### src/rtl/abro_multi.sv
// abro_multi: N-input ABRO sequence detector.
// Waits until every event input has been seen (any order, or strict ascending
// index order when ORDERED=1), then raises o, parks in DONE until the
// restart r, and counts completed sequences in a wrapping counter.
// All outputs are driven straight from flops.
module abro_multi #(
  parameter int N       = 2,
  parameter int ORDERED = 0,
  parameter int PULSE   = 1,
  parameter int CNT_W   = 8
) (
  input  logic             clk,
  input  logic             reset,
  input  logic [N-1:0]     ev,
  input  logic             r,
  output logic             o,
  output logic [N-1:0]     seen,
  output logic [1:0]       state,
  output logic             err,
  output logic [CNT_W-1:0] fire_cnt
);

  // Reject unsupported widths at elaboration time.
  if (N < 2 || N > 32) begin : g_bad_n
    $fatal(1, "abro_multi: N=%0d outside legal range 2..32", N);
  end

  typedef enum logic [1:0] {
    ST_WAIT = 2'b00,
    ST_FIRE = 2'b01,
    ST_DONE = 2'b10,
    ST_ERR  = 2'b11
  } state_e;

  localparam logic [N-1:0] ALL_ONES = {N{1'b1}};

  state_e             state_q, state_d;
  logic [N-1:0]       seen_q, seen_d;
  logic               o_q, o_d;
  logic               err_q, err_d;
  logic [CNT_W-1:0]   cnt_q, cnt_d;

  logic [N-1:0]       seen_n;
  logic [N-1:0]       seen_inc;
  logic               is_thermo;

  // Candidate capture set and thermometer test (2^m - 1 has no bit in common
  // with itself plus one; all ones wraps to zero and also qualifies).
  always_comb begin
    seen_n    = seen_q | ev;
    seen_inc  = seen_n + N'(1);
    is_thermo = ((seen_n & seen_inc) == '0);
  end

  // Next-state and next-output logic; restart overrides every state.
  always_comb begin
    state_d = state_q;
    seen_d  = seen_q;
    o_d     = o_q;
    err_d   = err_q;
    cnt_d   = cnt_q;
    if (r) begin
      state_d = ST_WAIT;
      seen_d  = '0;
      o_d     = 1'b0;
      err_d   = 1'b0;
    end else begin
      unique case (state_q)
        ST_WAIT: begin
          if ((ORDERED != 0) && !is_thermo) begin
            // Out-of-order arrival: freeze seen and latch the error.
            state_d = ST_ERR;
            err_d   = 1'b1;
            o_d     = 1'b0;
          end else if (seen_n == ALL_ONES) begin
            state_d = ST_FIRE;
            seen_d  = seen_n;
            o_d     = 1'b1;
            cnt_d   = cnt_q + CNT_W'(1);
          end else begin
            seen_d  = seen_n;
          end
        end
        ST_FIRE: begin
          state_d = ST_DONE;
          o_d     = (PULSE == 0);
        end
        ST_DONE: begin
          state_d = ST_DONE;
        end
        ST_ERR: begin
          err_d   = 1'b1;
          o_d     = 1'b0;
        end
        default: begin
          state_d = ST_WAIT;
        end
      endcase
    end
  end

  // State and output registers with asynchronous active-low reset.
  always_ff @(posedge clk or negedge reset) begin
    if (!reset) begin
      state_q <= ST_WAIT;
      seen_q  <= '0;
      o_q     <= 1'b0;
      err_q   <= 1'b0;
      cnt_q   <= '0;
    end else begin
      state_q <= state_d;
      seen_q  <= seen_d;
      o_q     <= o_d;
      err_q   <= err_d;
      cnt_q   <= cnt_d;
    end
  end

  assign o        = o_q;
  assign seen     = seen_q;
  assign state    = state_q;
  assign err      = err_q;
  assign fire_cnt = cnt_q;

endmodule

### config.mk
export PLATFORM = sky130hd
export DESIGN_NAME = abro_multi
export DESIGN_NICKNAME = d
export VERILOG_FILES = /design/src/rtl/abro_multi.sv
export SDC_FILE = /design/constraint.sdc
export NUM_CORES = 1
export LEC_CHECK = 0
export CORE_AREA = 2 2 42 44
export CTS_BUF_LIST = sky130_fd_sc_hd__clkbuf_2
export CTS_CLUSTER_DIAMETER = 80
export DETAILED_ROUTE_END_ITERATION = 7
export DIE_AREA = 0 0 44 46
export PLACE_DENSITY = 0.77
export SETUP_SLACK_MARGIN = 0.02
export SLEW_MARGIN = 20
export SYNTH_ARGS = -nofsm -noshare
export SYNTH_HDL_FRONTEND = slang
export SYNTH_SLANG_ARGS = --single-unit
### constraint.sdc
create_clock -name clk -period 1.7 [get_ports clk]
set_input_delay 0.255 -clock clk [delete_from_list [all_inputs] [get_ports clk]]
set_output_delay 0.255 -clock clk [all_outputs]
set_load 0.01 [all_outputs]
; After elaboration in Yosys (flattened, before gate mapping)
; Index checks and enable logic that the tools add are counted.
[word_totals]
regBits = 14
output_inout_bits = 14
wordCells = 33
[op_classes]
addsub = 1
n_eq_ne = 5
n_mux = 10
bitwise_logic = 2
n_reduce_logical = 10
[op_table]
columns = cell, n
row1 = "8-bit by 1-bit adder with 8-bit output, second input constant", 1
row2 = 2-bit 2-to-1 mux, 4
row3 = "2-bit == test, second input constant", 3
row4 = 3-bit nonzero test, 2
row5 = 1-bit 2-to-1 mux, 4
row6 = 2-bit one-hot mux with 2 select lines, 1
row7 = 2-bit AND reduction, 2
row8 = 2-bit nonzero test, 2
row9 = 2-bit OR reduction, 2
row10 = "3-bit inequality test, second input constant", 1
row11 = 3-bit AND reduction, 1
row12 = "2-bit by 1-bit == test with 1-bit output, second input constant", 1
row13 = 2-bit logical NOT, 1
row14 = 2-bit OR, 1
row15 = 1-bit one-hot mux with 2 select lines, 1
row16 = 1-bit inverter, 1

; Logic depth before layout (Yosys ltp)
; Gate-level depths: netlist of the first run.
[logic_depth]
depth_word = 5
mapped_depth = 6
ltp_nobuf = 5

; Worst setup path after synthesis of the first run
; Ideal clock, no wire load.
[synth_timing]
kind = reg2reg
startpoint = reg state_q[0], in the netlist state[0]
endpoint = reg cnt_q[1], in the netlist fire_cnt[1]
setup_time_ns = 0.125
t_arrival_ns = 1.369
path_slack_ns = 0.206
stages_incl_launch_ff = 7
path_buffers = 1
synth_period_minus_slack_ns = 1.494
cell_sequence = dfrtp_1 > inv_1 > ha_1 > buf_4 > inv_2 > nor3_2 > mux2_4
[synth_between]
elab_chain_len = 2
[synth_lines]
columns = element, line_no
row1 = from (decl), 37  ; state_e state_q, state_d;
row2 = from (signal assigned), 111  ; state_q <= state_d;
row3 = 2-bit logical NOT, 68  ; unique case (state_q)
row4 = 3-bit AND reduction (no line), n/a
row5 = to (signal assigned), 115  ; cnt_q <= cnt_d;
row6 = to (decl), 41  ; logic [CNT_W-1:0] cnt_q, cnt_d;
; Every way passes these cells.
; A chain may end at the register's enable or synchronous reset.

; Worst setup path in the final report of the first run
[layout_timing]
startpoint = reg seen_q[0], in the netlist seen[0]
endpoint = out seen[0]
[layout_lines]
columns = element, line_no
row1 = from (decl), 38  ; logic [N-1:0] seen_q, seen_d;
row2 = from (signal assigned), 112  ; seen_q <= seen_d;
row3 = to (decl), 17  ; output logic [N-1:0] seen,
; No word-level cell between the ends.

==> reports/qor.yml, run 1 <==
drive_above_1_share_pct: 17.0
cts.htree.levels: 1
cp-start-kind: "register"
antenna_found_initial: 0
cts_setup_buffers: 0
layout.nets: 98
syn-num-nets: 72
grt_setup_unrepaired: "false"
dp_slack_ns: 0.0820
tns_ns: 0
grt_pass1_vias: 491
vias_per_cell: 5.22
yosysSeqAreaShare_pct: 48.4
clk_latency_ns: 0.28
path_cells: "clkdlybuf4s50_1"
outcome: "complete, no violations"
routed_wl_um: 1400
finalClockSkew_ns: 0.00895
clockRootBuffer: "clkbuf_2"
dr.first_iter.drc_count: 4
antenna_left: 0
syn_area_um2: 723
ir_drop_mv: 0.894
diodes: 0
cap_violations: 0
slew_viol_final: 0
setup_viol: 0
cts_tree: "built"
post_synth.cell_area_avg_um2: 11.5
cts.clk_slew.worst_paths_ns: 0.14
fin_crit_ns: 1.56
synth-edff-count: 0
cts.path.max_buffers: 2
critical_path.max_fanout: 4
max_freq_ghz: 0.641
fp.dieW_um: 44
fill_cells: 140
yosys.cell_types.count: 27
min_path_type: "input pin to async pin"
fp-row-count: 15
num_io_pins: 19
async_flop_share_pct: 100
fin_ws_ns: 0.141
syn_to_final_growth_pct: 33.9
crit_family: "buffers and inverters"
grt_max_degree: 15
crit_slowest_cell: "clkdlybuf4s50_1"
start_util_pct: 44.8
slew_headroom_pct: 81.7
cpPeakStageDelay_ns: 0.57
cts_hold_buf: 0
fin_crit_sh_pct: 91.7
path_buf_inv: 1
final_common_cell: "clkdlybuf4s50_1"
numCtsBuffers: 3
synth_ff_type: "dfrtp_1"
clkSinkCount: 14
drc: 0
port_buffers: 18
dr.pass1.iters: 2
crit_path_end_kind: "output pin"
die_h_um: 46
final_hold_viol_count: 0
overflow: 0
yosysWarnings: 0
grt_use_total_pct: 15.3
cp.required_ns: 1.44
arrival_ns: 1.30
vias: 548
dieArea_um2: 2020
coreArea_um2: 1610
layout.cells.most_common_list: "clkdlybuf4s50_1, dfrtp_1, nor2_1"
gpl.final_weighted_congestion: 0.749
netlist_instances: 63
cts_resized: 0
dp_hpwl_um: 1090
power_density_nw_per_um2: 1500
routedWlPerCell_um: 13.3
power_leakage_nw: 0.445
grt_first_pass_wirelength_um: 2170
tightest_slew_ns: 0.275
crit_type: "register to output pin"
yosys_register_bits: 14
## synth_stat cells, types with 2 or more instances
master | n | area (µm²)
a21oi_1 | 3 | 15.0
dfrtp_1 | 14 | 350
ha_1 | 4 | 50.1
inv_1 | 2 | 7.51
nand2_1 | 3 | 11.3
nand3_1 | 5 | 25.0
nor2_1 | 7 | 26.3
xnor2_1 | 3 | 26.3
xor2_1 | 4 | 35.0
## final timing paths
path                        startpoint           to  slack (ns)  depth (start not counted)
hold / removal                   reset          err        0.26                          2
max in group asynchronous        reset  fire_cnt[1]        1.27                          2
setup reg to reg              state[1]  fire_cnt[7]        0.19                          6
min in group clk           fire_cnt[7]  fire_cnt[7]        0.48                          1
setup / recovery               seen[0]      seen[0]        0.14                          1
hold reg to reg            fire_cnt[7]  fire_cnt[7]        0.48                          1
## through the flow
stage               total power, mW  std cells  util, %  area, µm²  hold WS, ns
global route                   1.55        105     60.0        968        0.277
global placement               1.27        101     58.8        950        0.460
floorplan                     0.952         63        -        723      -0.0406
detailed placement             1.30        101     58.8        950        0.466
finish                         1.45        105     60.0        968        0.260
CTS                            1.46        105     60.0        968        0.264
## cells by family after synthesis
| logic type | synth area share [%] |
|---|---|
| xor gates and xnor gates | 8.48 |
| muxes | 2.08 |
| adders and majority gates | 6.92 |
| buffers and inverters | 3.29 |
| and+or+nand+nor | 20.8 |
| AOI/OAI and AO/OA | 10.0 |
| DFF | 48.4 |
## power breakdown
group | switching (mW) | internal (mW)
clock network | 0.108 | 0.0511
registers | 0.105 | 0.430
logic | 0.355 | 0.399
## final cells by class
cell class / instances / area (µm²) / share of cell area, %
Sequential cell: 14 / 350 / 36.2
Multi-Input combinational cell: 44 / 349 / 36.0
Timing Repair Buffer: 23 / 218 / 22.5
Tap cell: 17 / 21.3 / 2.20
Clock buffer: 3 / 15.0 / 1.55
Inverter: 3 / 11.3 / 1.16
Clock inverter: 1 / 3.75 / 0.388
## routing by layer
layer | vias to the layer above | wire length, µm | global-route usage [%]
met5 | - | 0 | 0
met4 | 0 | 21 | 7.27
met3 | 4 | 51 | 4.37
li1 | 277 | - | -
met2 | 10 | 675 | 22.9
met1 | 257 | 650 | 20.1
## sequential cells by signal (all words and copies together), names as in the netlist
register / count
fire_cnt: 8
state: 2
seen: 2
err: 1
o: 1
Note: power is estimated with default switching activity, not from simulation.
==> run 2: changes to the inputs <==
Settings changed: SETUP_SLACK_MARGIN 0.02 to 0.2.
==> run 2 against run 1 <==
Largest cell class is now multi-input gates. Largest power group unchanged. Global-route usage is 1.2 points higher. Non-clock buffer count increased by 11. Clock skew increased by 0.0048 ns. Critical endpoint is now fire_cnt[5]. Critical path type unchanged. Via count is 8.6% higher. First-iteration DRC count fell by 25%. Wire length increased by 23%. Sequential power fell by 6.2%. Sequential share of layout area fell by 3.6 points. Cell area increased by 11%.
==> reports/qor.yml, run 2 (synthesis results as in run 1) <==
ff2ff_setup_slack_ns: 0.26  # was 0.19 ns
setup_viol: 0  # unchanged
cts.path.max_buffers: 2  # unchanged
fin_crit_ns: 1.51  # was 1.56 ns
reg2reg_to: "fire_cnt[7]"  # unchanged
path_buf_inv: 1  # unchanged
crit_slowest_cell: "clkdlybuf4s50_1"  # unchanged
startpoint: "fire_cnt[5]"  # was seen[0]
outcome: "complete, no violations"  # unchanged
final_hold_viol_count: 0  # unchanged
num_io_pins: 19  # unchanged
layout.cells.most_common_list: "buf_4, dfrtp_1, clkdlybuf4s50_1"  # was clkdlybuf4s50_1, dfrtp_1, nor2_1
antenna_left: 0  # unchanged
final_cell_area_um2: 1080  # was 968 µm²
cts.htree.levels: 1  # unchanged
r2r_start: "state[1]"  # unchanged
cp.depth: 1  # unchanged
crit_path_end_kind: "output pin"  # unchanged
antenna_found_initial: 0  # unchanged
drc: 0  # unchanged
finalClockSkew_ns: 0.0137  # was 0.00895 ns
critical_path.max_fanout: 2  # was 4
vias: 595  # was 548
clk_latency_ns: 0.27  # was 0.28 ns
gpl.final_weighted_congestion: 0.749  # unchanged
ir_drop_mv: 0.819  # was 0.894 mV
diodes: 0  # unchanged
fin_util_pct: 66.8  # was 60.0%
wl_met1_um: 722  # was 650 µm
dr.pass1.iters: 2  # unchanged
routedWlPerCell_um: 14.9  # was 13.3 µm
dp_hpwl_um: 1090  # unchanged
cts_tree: "built"  # unchanged
grt_max_degree: 15  # unchanged
drive_above_1_share_pct: 30.3  # was 17.0%
slew_viol_final: 0  # unchanged
port_buffers: 18  # unchanged
wl_met3_um: 49  # was 51 µm
final_common_cell: "buf_4"  # was clkdlybuf4s50_1
final_cells: 116  # was 105
clkSinkCount: 14  # unchanged
grt_use_total_pct: 16.4  # was 15.3%
crit_type: "register to output pin"  # unchanged
reg2reg_depth: 6  # unchanged
cpPeakStageDelay_ns: 0.57  # about the same
routed_wl_um: 1730  # was 1400 µm
finalPower_mw: 1.60  # was 1.45 mW
fill_cells: 124  # was 140
cts_hold_buf: 0  # unchanged
grt_pass1_vias: 541  # was 491
cap_violations: 0  # unchanged
fp.dieW_um: 44  # unchanged
power_leakage_nw: 0.600  # was 0.445 nW
grt_first_pass_wirelength_um: 2370  # was 2170 µm
coreArea_um2: 1610  # unchanged
highest_layer: "met4"  # unchanged
tightest_slew_ns: 0.274  # was 0.275 ns
fp-row-count: 15  # unchanged
worstSetupEndpoint: "fire_cnt[5]"  # was seen[0]
arrival_ns: 1.26  # was 1.30 ns
cp.required_ns: 1.44  # about the same
fin_crit_sh_pct: 88.9  # was 91.7%
start_util_pct: 44.8  # unchanged
numCtsBuffers: 3  # unchanged
post-place-cells: 101  # unchanged
tns_ns: 0  # unchanged
path_cells: "clkdlybuf4s50_1"  # unchanged
layout.nets: 109  # was 98
overflow: 0  # unchanged
grt_setup_unrepaired: "false"  # unchanged
die_h_um: 46  # unchanged
wl_met2_um: 946  # was 675 µm
largest_reg_flops: 8  # unchanged
clockRootBuffer: "clkbuf_2"  # unchanged
dieArea_um2: 2020  # unchanged
crit_family: "buffers and inverters"  # unchanged
syn_to_final_growth_pct: 49.1  # was 33.9%
cts.clk_slew.worst_paths_ns: 0.15  # was 0.14 ns
dpl_cell_area_um2: 950  # unchanged
max_freq_ghz: 0.662  # was 0.641 GHz
vias_per_cell: 5.13  # was 5.22
cp-start-kind: "register"  # unchanged
min_path_type: "input pin to async pin"  # unchanged
slew_headroom_pct: 81.7  # about the same
power_density_nw_per_um2: 1480  # was 1500 nW/µm²
dr.first_iter.drc_count: 3  # was 4
run 2: changes by cell type in the layout (fill, tap and decap cells not counted):
cell,delta
dfrtp_1,-1
and4b_1,-1
ha_4,+1
dfrtp_2,+1
buf_4,+11
ha_1,-1
inv_2,+1
and4b_2,+1
inv_1,-1
dlymetal6s2s_1,+6
dlygate4sd2_1,+2
clkdlybuf4s50_1,-8
run 2: routing by layer:
layer / vias up / GRT usage [%]
met5: - / 0
met4: 0 / 7.27
met3: 2 / 4.37
met2: 8 / 25.3
met1: 291 / 21.6
li1: 294 / -
run 2: area by class of cell:
type                    count  area [µm²]  area share, %
repair buffers             34         313           29.0
inverters                   3        11.3           1.04
flip-flops and latches     14         352           32.6
well taps                  17        21.3           1.97
clock buffers               3        15.0           1.39
multi-input cells          44         363           33.6
clock inverters             1        3.75          0.348
run 2: through the flow:
step | hold WS, ns | worst slack [ns]
2_1_floorplan | -0.0406 | 0.206
3_3_place_gp | 0.460 | 0.134
3_5_place_dp | 0.466 | 0.0820
4_1_cts | 0.264 | 0.200
5_1_grt | 0.281 | 0.166
6_report | 0.261 | 0.189
run 2: worst min-delay path by stage:
stage               cells after the start          end  slack, ns   startpoint
floorplan                               0          err      -0.04        reset
global placement                        1  fire_cnt[7]       0.46  fire_cnt[7]
detailed placement                      1  fire_cnt[7]       0.47  fire_cnt[7]
CTS                                     2          err       0.26        reset
global route                            2     state[0]       0.28        reset
finish                                  2          err       0.26        reset
run 2: power by group:
group          switching (mW)  total [mW]  internal (mW)
sequential             0.0708       0.502          0.431
combinational           0.440       0.934          0.495
clock                   0.109       0.160         0.0511
run 2: repair_timing:
| action | 4_1_cts | 5_1_grt |
|---|---|---|
| endpoints found under the hold margin | 0 | 0 |
| pin swaps | 0 | 1 |
| resized for setup | 4 | 9 |
| setup buffers | 8 | 3 |
| setup endpoints to repair | 12 | 12 |
